**src/rtl/eth_rx_parser_if.sv**
```systemverilog
// Byte-stream bundle between the receive PHY side and eth_rx_parser:
// raw input byte/valid plus the parser's registered, annotated copy.
interface eth_rx_parser_if #(
    parameter int unsigned pDATA_WIDTH        = 8,
    parameter int unsigned pMAX_PACKET_LENGHT = 1536
);
    localparam int unsigned CNT_W = $clog2(pMAX_PACKET_LENGHT + 1);

    logic                   i_dv;
    logic [pDATA_WIDTH-1:0] irx_d;
    logic [2:0]             o_state;
    logic [pDATA_WIDTH-1:0] o_rx_d;
    logic                   o_dv;
    logic [CNT_W-1:0]       o_byte_cnt;
    logic                   o_frame_done;
    logic                   o_frame_ok;
    logic [1:0]             o_err;

    modport master (
        output i_dv, irx_d,
        input  o_state, o_rx_d, o_dv, o_byte_cnt, o_frame_done, o_frame_ok, o_err
    );

    modport slave (
        input  i_dv, irx_d,
        output o_state, o_rx_d, o_dv, o_byte_cnt, o_frame_done, o_frame_ok, o_err
    );
endinterface

```
**src/rtl/eth_rx_parser.sv**
```systemverilog
// Receive frame parser: tags each byte with its frame-state code and byte index,
// and issues a one-cycle END verdict (length and CRC-32 residue check).
module eth_rx_parser #(
    parameter int unsigned pDATA_WIDTH        = 8,
    parameter int unsigned pMAX_PACKET_LENGHT = 1536,
    parameter int unsigned pMIN_FRAME         = 64,
    parameter int unsigned pMIN_PREAMBLE      = 2
) (
    input logic            iclk,
    input logic            irst,
    eth_rx_parser_if.slave bus
);
    localparam int unsigned      CNT_W       = $clog2(pMAX_PACKET_LENGHT + 1);
    localparam logic [CNT_W-1:0] MAX_IDX     = CNT_W'(pMAX_PACKET_LENGHT);
    localparam logic [CNT_W-1:0] RUNT_LAST   = CNT_W'(pMIN_FRAME - 1);
    localparam logic [2:0]       MIN_PRE     = 3'(pMIN_PREAMBLE);
    localparam logic [31:0]      CRC_RESIDUE = 32'hDEBB20E3;
    localparam logic [pDATA_WIDTH-1:0] PRE_BYTE = pDATA_WIDTH'(8'h55);
    localparam logic [pDATA_WIDTH-1:0] SFD_BYTE = pDATA_WIDTH'(8'hD5);

    typedef enum logic [2:0] {
        ST_IDLE = 3'b000,
        ST_PRE  = 3'b001,
        ST_DST  = 3'b010,
        ST_SRC  = 3'b011,
        ST_TYPE = 3'b100,
        ST_PAY  = 3'b101,
        ST_DROP = 3'b110,
        ST_END  = 3'b111
    } state_t;

    state_t                 r_state;
    logic [2:0]             r_pre_cnt;
    logic                   r_sfd;
    logic [31:0]            r_crc;
    logic [1:0]             r_err_lat;
    logic [CNT_W-1:0]       r_byte_cnt;
    logic [pDATA_WIDTH-1:0] r_rx_d;
    logic                   r_dv;
    logic                   r_frame_ok;
    logic [1:0]             r_err;

    state_t           w_state;
    logic [2:0]       w_pre_cnt;
    logic             w_sfd;
    logic [31:0]      w_crc;
    logic [31:0]      w_crc_upd;
    logic [1:0]       w_err_lat;
    logic [CNT_W-1:0] w_byte_cnt;
    logic [CNT_W-1:0] w_cnt_inc;
    logic             w_frame_ok;
    logic [1:0]       w_err;

    function automatic logic [31:0] crc32_byte(input logic [31:0] c, input logic [pDATA_WIDTH-1:0] d);
        logic [31:0] x;
        x = c ^ {{(32 - pDATA_WIDTH){1'b0}}, d};
        for (int unsigned i = 0; i < pDATA_WIDTH; i++) begin
            x = x[0] ? ((x >> 1) ^ 32'hEDB88320) : (x >> 1);
        end
        return x;
    endfunction

    function automatic state_t region(input logic [CNT_W-1:0] idx);
        if (idx < CNT_W'(6))
            return ST_DST;
        else if (idx < CNT_W'(12))
            return ST_SRC;
        else if (idx < CNT_W'(14))
            return ST_TYPE;
        else
            return ST_PAY;
    endfunction

    assign w_crc_upd = crc32_byte(r_crc, bus.irx_d);
    assign w_cnt_inc = r_byte_cnt + CNT_W'(1);

    always_comb begin
        w_state    = r_state;
        w_pre_cnt  = r_pre_cnt;
        w_sfd      = 1'b0;
        w_crc      = r_crc;
        w_err_lat  = r_err_lat;
        w_byte_cnt = '0;
        w_frame_ok = 1'b0;
        w_err      = '0;

        case (r_state)
            // END lasts one cycle and its successor byte is judged like IDLE
            ST_IDLE, ST_END: begin
                w_err_lat = '0;
                w_pre_cnt = '0;
                if (!bus.i_dv) begin
                    w_state = ST_IDLE;
                end else if (bus.irx_d == PRE_BYTE) begin
                    w_state   = ST_PRE;
                    w_pre_cnt = 3'd1;
                end else begin
                    w_state   = ST_DROP;
                    w_err_lat = 2'b01;
                end
            end

            // r_sfd marks that the SFD byte has just been shown with state PRE
            ST_PRE: begin
                if (!bus.i_dv) begin
                    w_state   = ST_IDLE;
                    w_pre_cnt = '0;
                end else if (r_sfd) begin
                    w_state    = ST_DST;
                    w_byte_cnt = '0;
                    w_crc      = w_crc_upd;
                end else if (bus.irx_d == PRE_BYTE) begin
                    if (r_pre_cnt != 3'd7)
                        w_pre_cnt = r_pre_cnt + 3'd1;
                end else if (bus.irx_d == SFD_BYTE && r_pre_cnt >= MIN_PRE) begin
                    w_sfd = 1'b1;
                    w_crc = '1;
                end else begin
                    w_state   = ST_DROP;
                    w_err_lat = 2'b01;
                end
            end

            ST_DST, ST_SRC, ST_TYPE, ST_PAY: begin
                if (!bus.i_dv) begin
                    w_state = ST_END;
                    if (r_state != ST_PAY || r_byte_cnt < RUNT_LAST)
                        w_err = 2'b01;
                    else if (r_crc != CRC_RESIDUE)
                        w_err = 2'b11;
                    else
                        w_frame_ok = 1'b1;
                end else if (w_cnt_inc == MAX_IDX) begin
                    w_state    = ST_DROP;
                    w_err_lat  = 2'b10;
                    w_byte_cnt = MAX_IDX;
                end else begin
                    w_state    = region(w_cnt_inc);
                    w_byte_cnt = w_cnt_inc;
                    w_crc      = w_crc_upd;
                end
            end

            ST_DROP: begin
                w_byte_cnt = r_byte_cnt;
                if (!bus.i_dv) begin
                    w_state    = ST_END;
                    w_err      = r_err_lat;
                    w_byte_cnt = '0;
                end
            end

            default: begin
                w_state = ST_IDLE;
            end
        endcase
    end

    always_ff @(posedge iclk) begin
        if (irst) begin
            r_state    <= ST_IDLE;
            r_pre_cnt  <= '0;
            r_sfd      <= 1'b0;
            r_crc      <= '1;
            r_err_lat  <= '0;
            r_byte_cnt <= '0;
            r_rx_d     <= '0;
            r_dv       <= 1'b0;
            r_frame_ok <= 1'b0;
            r_err      <= '0;
        end else begin
            r_state    <= w_state;
            r_pre_cnt  <= w_pre_cnt;
            r_sfd      <= w_sfd;
            r_crc      <= w_crc;
            r_err_lat  <= w_err_lat;
            r_byte_cnt <= w_byte_cnt;
            r_rx_d     <= bus.irx_d;
            r_dv       <= bus.i_dv;
            r_frame_ok <= w_frame_ok;
            r_err      <= w_err;
        end
    end

    assign bus.o_state      = r_state;
    assign bus.o_rx_d       = r_rx_d;
    assign bus.o_dv         = r_dv;
    assign bus.o_byte_cnt   = r_byte_cnt;
    assign bus.o_frame_done = (r_state == ST_END);
    assign bus.o_frame_ok   = r_frame_ok;
    assign bus.o_err        = r_err;
endmodule

```
**src/flat_wrapper.sv**
```systemverilog
// flat-port wrapper written by rule: the top's interface ports become plain ports
module eth_rx_parser_flat 
#(
    parameter int unsigned pDATA_WIDTH        = 8,
    parameter int unsigned pMAX_PACKET_LENGHT = 1536,
    parameter int unsigned pMIN_FRAME         = 64,
    parameter int unsigned pMIN_PREAMBLE      = 2
)
  (iclk, irst, bus_i_dv, bus_irx_d, bus_o_state, bus_o_rx_d, bus_o_dv, bus_o_byte_cnt, bus_o_frame_done, bus_o_frame_ok, bus_o_err);
  eth_rx_parser_if #(.pDATA_WIDTH(pDATA_WIDTH), .pMAX_PACKET_LENGHT(pMAX_PACKET_LENGHT)) bus_i ();
  input logic iclk;
  input logic irst;
  input wire logic [$bits(bus_i.i_dv)-1:0] bus_i_dv;
  input wire logic [$bits(bus_i.irx_d)-1:0] bus_irx_d;
  output wire logic [$bits(bus_i.o_state)-1:0] bus_o_state;
  output wire logic [$bits(bus_i.o_rx_d)-1:0] bus_o_rx_d;
  output wire logic [$bits(bus_i.o_dv)-1:0] bus_o_dv;
  output wire logic [$bits(bus_i.o_byte_cnt)-1:0] bus_o_byte_cnt;
  output wire logic [$bits(bus_i.o_frame_done)-1:0] bus_o_frame_done;
  output wire logic [$bits(bus_i.o_frame_ok)-1:0] bus_o_frame_ok;
  output wire logic [$bits(bus_i.o_err)-1:0] bus_o_err;
  assign bus_i.i_dv = bus_i_dv;
  assign bus_i.irx_d = bus_irx_d;
  assign bus_o_state = bus_i.o_state;
  assign bus_o_rx_d = bus_i.o_rx_d;
  assign bus_o_dv = bus_i.o_dv;
  assign bus_o_byte_cnt = bus_i.o_byte_cnt;
  assign bus_o_frame_done = bus_i.o_frame_done;
  assign bus_o_frame_ok = bus_i.o_frame_ok;
  assign bus_o_err = bus_i.o_err;
  eth_rx_parser #(.pDATA_WIDTH(pDATA_WIDTH), .pMAX_PACKET_LENGHT(pMAX_PACKET_LENGHT), .pMIN_FRAME(pMIN_FRAME), .pMIN_PREAMBLE(pMIN_PREAMBLE)) u_core (.iclk(iclk), .irst(irst), .bus(bus_i));
endmodule
```
**config.mk**
```make
export PLATFORM = sky130hd
export DESIGN_NAME = eth_rx_parser_flat
export DESIGN_NICKNAME = d
export VERILOG_FILES = /design/src/rtl/eth_rx_parser_if.sv /design/src/rtl/eth_rx_parser.sv /design/src/flat_wrapper.sv
export SDC_FILE = /design/constraint.sdc
export NUM_CORES = 1
export LEC_CHECK = 0
export ABC_AREA = 0
export BUFFER_PORTS_ARGS = -buffer_cell sky130_fd_sc_hd__buf_4
export CORE_UTILIZATION = 60
export CTS_BUF_LIST = sky130_fd_sc_hd__clkbuf_2 sky130_fd_sc_hd__clkbuf_4 sky130_fd_sc_hd__clkbuf_8
export DETAILED_ROUTE_END_ITERATION = 8
export HOLD_SLACK_MARGIN = 0.1
export PLACE_DENSITY = 0.81
export SETUP_SLACK_MARGIN = 0.3
export SYNTH_ARGS = -nofsm -noshare
export SYNTH_HDL_FRONTEND = slang
export SYNTH_SLANG_ARGS = --single-unit
```
**constraint.sdc**
```tcl
create_clock -name iclk -period 3.2 [get_ports iclk]
set_input_delay 0.16 -clock iclk [delete_from_list [all_inputs] [get_ports iclk]]
set_output_delay 0.16 -clock iclk [all_outputs]
set_load 0.02 [all_outputs]
```
# Word-level counts from Yosys, hierarchy flattened
# Index checks and enable logic that the tools add are counted.
# op_classes
order_cmp	5
n_bitwise	12
mux	55
eq_ne	28
n_reduce_logical	14
add_sub_neg	2
# op_table
cell	count
32-bit 2-to-1 mux	14
13-bit NOT with 14-bit output	8
32-bit case mux with 2 select lines	1
3-bit 2-to-1 mux	16
11-bit 2-to-1 mux	3
32-bit != test, second input constant	1
32-bit by 8-bit bitwise XOR with 32-bit output	1
11-bit by 4-bit less-than comparator with 1-bit output, second input constant	2
2-bit 2-to-1 mux	11
11-bit case mux with 2 select lines	1
2-bit != test, second input constant	7
3-bit == test, second input constant	4
3-bit case mux with 4 select lines	1
11-bit by 1-bit adder with 11-bit output, second input constant	1
11-bit == test, second input constant	1
11-bit by 3-bit less-than comparator with 1-bit output, second input constant	1
11-bit by 6-bit less-than comparator with 1-bit output, second input constant	1
3-bit by 2-bit != test with 1-bit output, second input constant	3
3-bit != test, second input constant	3
8-bit by 7-bit == test with 1-bit output, second input constant	1
8-bit == test, second input constant	1
4-bit by 3-bit != test with 1-bit output, second input constant	2
4-bit OR reduction	2
7-bit AND reduction	1
other kinds (21)	29
# totals
register_bits	64
out_inout_bits	27
wordCells	126

# Depth between registers and ports, before layout
# depth
word_depth	20
ltp_mapped	10
ltp_nobuf	8

# Worst setup path after synthesis
# Ideal clock, no wire load.
# synth_timing
path_type	flip-flop to flip-flop
from	register u_core.r_byte_cnt[0] (netlist: u_core.bus.o_byte_cnt[0])
to	register u_core.r_crc[19]
stages_incl_launch_ff	9
t_arrival_ps	2416
period_less_slack_ps	2536
path_buffers	1
slack_ps	664
cell_sequence	dfxtp_1 ha_1 nand2_1 or4_1 o21a_2 nor4_4 buf_6 a211oi_1 a211o_1
# synth_between
elab_chain_cells	4
# synth_lines
element	line	rtl
start: declaration	eth_rx_parser.sv:37	logic [CNT_W-1:0] r_byte_cnt;
start signal: assignment	eth_rx_parser.sv:177	r_byte_cnt <= w_byte_cnt;
11-bit by 1-bit adder with 11-bit output	eth_rx_parser.sv:75	assign w_cnt_inc = r_byte_cnt + CNT_W'(1);
11-bit == test	eth_rx_parser.sv:133	end else if (w_cnt_inc == MAX_IDX) begin
2-bit != test (no source line)	n/a	
6-bit AND reduction (no source line)	n/a	
end signal: assignment	eth_rx_parser.sv:175	r_crc <= w_crc;
end: declaration	eth_rx_parser.sv:35	logic [31:0] r_crc;
# Every way passes these cells.
# A chain may end at the register's enable or synchronous reset.

# Worst setup path after layout
# Ends and elaborated chain as after synthesis.

==> results.md <==
* Post-route design area at 4624 sq um
* Worst-Margin Slew at 0.9042 ns
* Number of cell rows at 29
* Seq cells post-synth at 64
* Hold Fails Final Rpt at 0
* FF/Latch Area at 1281 sq um
* Synth area leader: dfxtp_1
* Setup Crit Path Kind: flip-flop to flip-flop
* GR Util met2 at 48.06%
* Dpl cell area at 4303 sq um
* Worst-path cell chain: ha_2, nand2_1, nor3b_1, or4_4, nand4_1, buf_4, nand2_1, a211o_1
* Clock root buffer: clkbuf_8
* Total leakage power at 1.737 nW
* Hold path cells at 2
* Tmin final at 2.688 ns
* Final WS setup at 0.5116 ns
* Synth area leaders: dfxtp_1, xnor2_1, o21ai_0
* RSZ-0062 raised after global routing: false
* Max IR drop VDD at 0.0004697 V
* Worst path required time at 3.44 ns
* CP most frequent cell: nand2_1
* Non-filler instance count after layout at 591
* Final TNS setup at 0 ns
* Post-Syn Nets at 489
* Final HPWL DP at 6.943 mm
* Count leader, synth: dfxtp_1
* Detailed-route wire length at 10.42 mm
* DP Worst Slack at 0.5114 ns
* N_diodes at 0
* List of most frequent post-synthesis cells: dfxtp_1, xnor2_1, o21ai_0
* Width of the die at 83.55 microns
* Max-slew headroom at 39.28%
* Worst Setup Start Kind: flip-flop
* Post-synth EDFFs at 0
* Clock slew at reported path FFs at 0.07 ns
* Vias at 3839
* Post-Synthesis Cells at 473
* Worst-path fanout max at 29
* Share of the synthesized area in the top cell type at 32.11%
* Met1 Track Usage GR at 42.66%
* IO Pins at 38
* DRT Pass-1 Iters at 5
* Core area at 6386 sq um
* Global-route wire length before repair at 17.46 mm
* Clock latency on the worst-skew pair at 0.36 ns
* Routed Antenna Nets at 0
* Largest net degree at the start of global routing at 32
* CP endpoint kind: flip-flop
* CTS buffer count at 9
* CTS tree: yes
* Total track usage at 30.77%
* Routability cong. at 0.8851
* Cell family with most CP delay: simple AND/OR/NAND/NOR gates
* Deepest clock path buffer count at 2
* Max-Cap Viols at 0
* FF-to-FF path depth at 8
* Fin Clk Skew at 0.01192 ns
* Routed len/inst at 17.62 microns
* Synth async-reset ratio at 0%
* Post-Syn Area at 3990 sq um
* HP Start: bus_irx_d[3]
* DRC at 0
* Dpl cells at 568
* Hold Crit Endpoint: u_core.bus.o_rx_d[3]
* Nets at 525
* Multi-input gate area at 2557 sq um
* Worst hold path type: input pin to flip-flop
* Fillers at 519
* Die area at 6981 sq um
* Tcrit/Tclk final at 84.01%
* Initial core utilization at 62.48%
* Largest stage delay, worst path at 0.53 ns
* Pwr per Cell Area at 722.6 nW/um^2
* Yosys warnings at 0
* Worst EP arrival at 2.93 ns
* Crit path buf inv count at 1
* Antenna violations before repair at 0
* Status: finished clean
* Sequential share of the synthesized area at 32.11%
* Met3 usage at 5.935%
* Crit-path slowest cell: dfxtp_1
* Max-slew violations at 0
* Layout area overhead at 15.90%
* DR iter-0 viols at 316
* GRT Residual Overflow at 0
* Setup slack, reg-to-reg at 0.51 ns
* Most Crowded Layer GR: met2
* Reg-to-reg endpoint: u_core.r_crc[19]
* Die height at 83.55 microns
* Port Buffers at 37
* Synth Flop Type: dfxtp_1
* Avg Inst Size Synth at 8.436 sq um
* Post-synth cell types at 64
* Worst R2R Start: u_core.bus.o_byte_cnt[0]
* Final setup viols at 0
* Htree depth at 3
* Share of post-route cells with drive strength above 1 at 16.93%
* Number of global-route vias before repair at 3610
* Max Clk Rate at 372.0 MHz
* Vias per cell at 6.496
* Post-CTS Setup Bufs at 0
* Sink Count at 64
## routing by layer
layer,vias up,share of wire (%)
met5,-,0
met4,0,1.4
met1,1815,45
li1,1818,-
met3,20,7.7
met2,186,46
## cells by family after synthesis
kind of cell,Yosys count,share of synthesized area (%)
AOI/OAI and AO/OA,134,20.85
xor gates and xnor gates,70,17.78
adders and majority gates,5,1.568
buffers and inverters,35,3.982
DFF,64,32.11
and+or+nand+nor,165,23.71
## layout by cell type (no fill, tap or decap), types with 6 or more instances in the layout
cell type | Yosys | layout
a31oi_1 | 8 | 8
nor2_1 | 26 | 26
nand2_1 | 33 | 33
xnor2_1 | 44 | 44
clkbuf_8 | 0 | 9
dlygate4sd3_1 | 0 | 7
nor4_1 | 34 | 34
xor2_1 | 17 | 17
o21ai_0 | 43 | 43
inv_1 | 6 | 6
buf_4 | 3 | 47
a21oi_1 | 40 | 40
xnor2_2 | 6 | 6
nor2b_1 | 10 | 10
dfxtp_1 | 64 | 64
nor3_1 | 14 | 14
nand4b_1 | 6 | 6
## worst reg2reg max path, cell delays in order (launching register included)
cell	delay, ns
dfxtp_1	0.53
ha_2	0.32
nand2_1	0.13
nor3b_1	0.20
or4_4	0.45
nand4_1	0.13
buf_4	0.30
nand2_1	0.19
a211o_1	0.33
## metrics by stage
stage | hold slack (ns) | utilization (%) | power, W
3_3_place_gp | 0.4081 | 67.38 | 0.002419
6_report | 0.1015 | 72.41 | 0.003341
5_1_grt | 0.1268 | 72.41 | 0.003516
4_1_cts | 0.1004 | 72.30 | 0.003316
3_5_place_dp | 0.4178 | 67.38 | 0.002439
2_1_floorplan | 0.2882 | - | 0.002112
## report_power, final
| part | switching, W | internal [W] |
|---|---|---|
| Combinational | 0.000837 | 0.000607 |
| Clock | 0.000339 | 0.000518 |
| Sequential | 0.000139 | 0.000902 |
## how the worst max path moves through the flow
stage,start,depth (start not counted),endpoint
6_report,u_core.bus.o_byte_cnt[0],8,u_core.r_crc[19]
5_1_grt,u_core.bus.o_byte_cnt[0],8,u_core.r_crc[0]
4_1_cts,bus_irx_d[1],9,u_core.r_crc[14]
3_5_place_dp,u_core.bus.o_byte_cnt[0],8,u_core.r_crc[17]
3_3_place_gp,u_core.bus.o_byte_cnt[0],8,u_core.r_crc[19]
2_1_floorplan,u_core.bus.o_byte_cnt[0],8,u_core.r_crc[19]
## what timing repair did
action | in CTS | in global routing
gates resized for setup | 0 | 2
hold buffers | 7 | 0
endpoints found under the hold margin | 8 | 0
endpoints found under the setup margin | 0 | 12
## layout make-up
| type | instances | share of cell area (%) |
|---|---|---|
| Multi-Input combinational cell | 374 | 55.30 |
| Sequential cell | 64 | 27.71 |
| Inverter | 6 | 0.4870 |
| Clock inverter | 7 | 2.597 |
| Clock buffer | 9 | 2.679 |
| Tap cell | 77 | 2.083 |
| Timing Repair Buffer | 54 | 9.145 |
## flip-flops by register name, summed over array words and instances (netlist names)
register,flops
u_core.r_crc,32
u_core.bus.o_byte_cnt,11
u_core.bus.o_rx_d,8
u_core.bus.o_state,3
u_core.r_pre_cnt,3
u_core.bus.o_err,2
u_core.r_err_lat,2
u_core.bus.o_dv,1
u_core.bus.o_frame_ok,1
u_core.r_sfd,1
(Power assumes the default switching activity.)
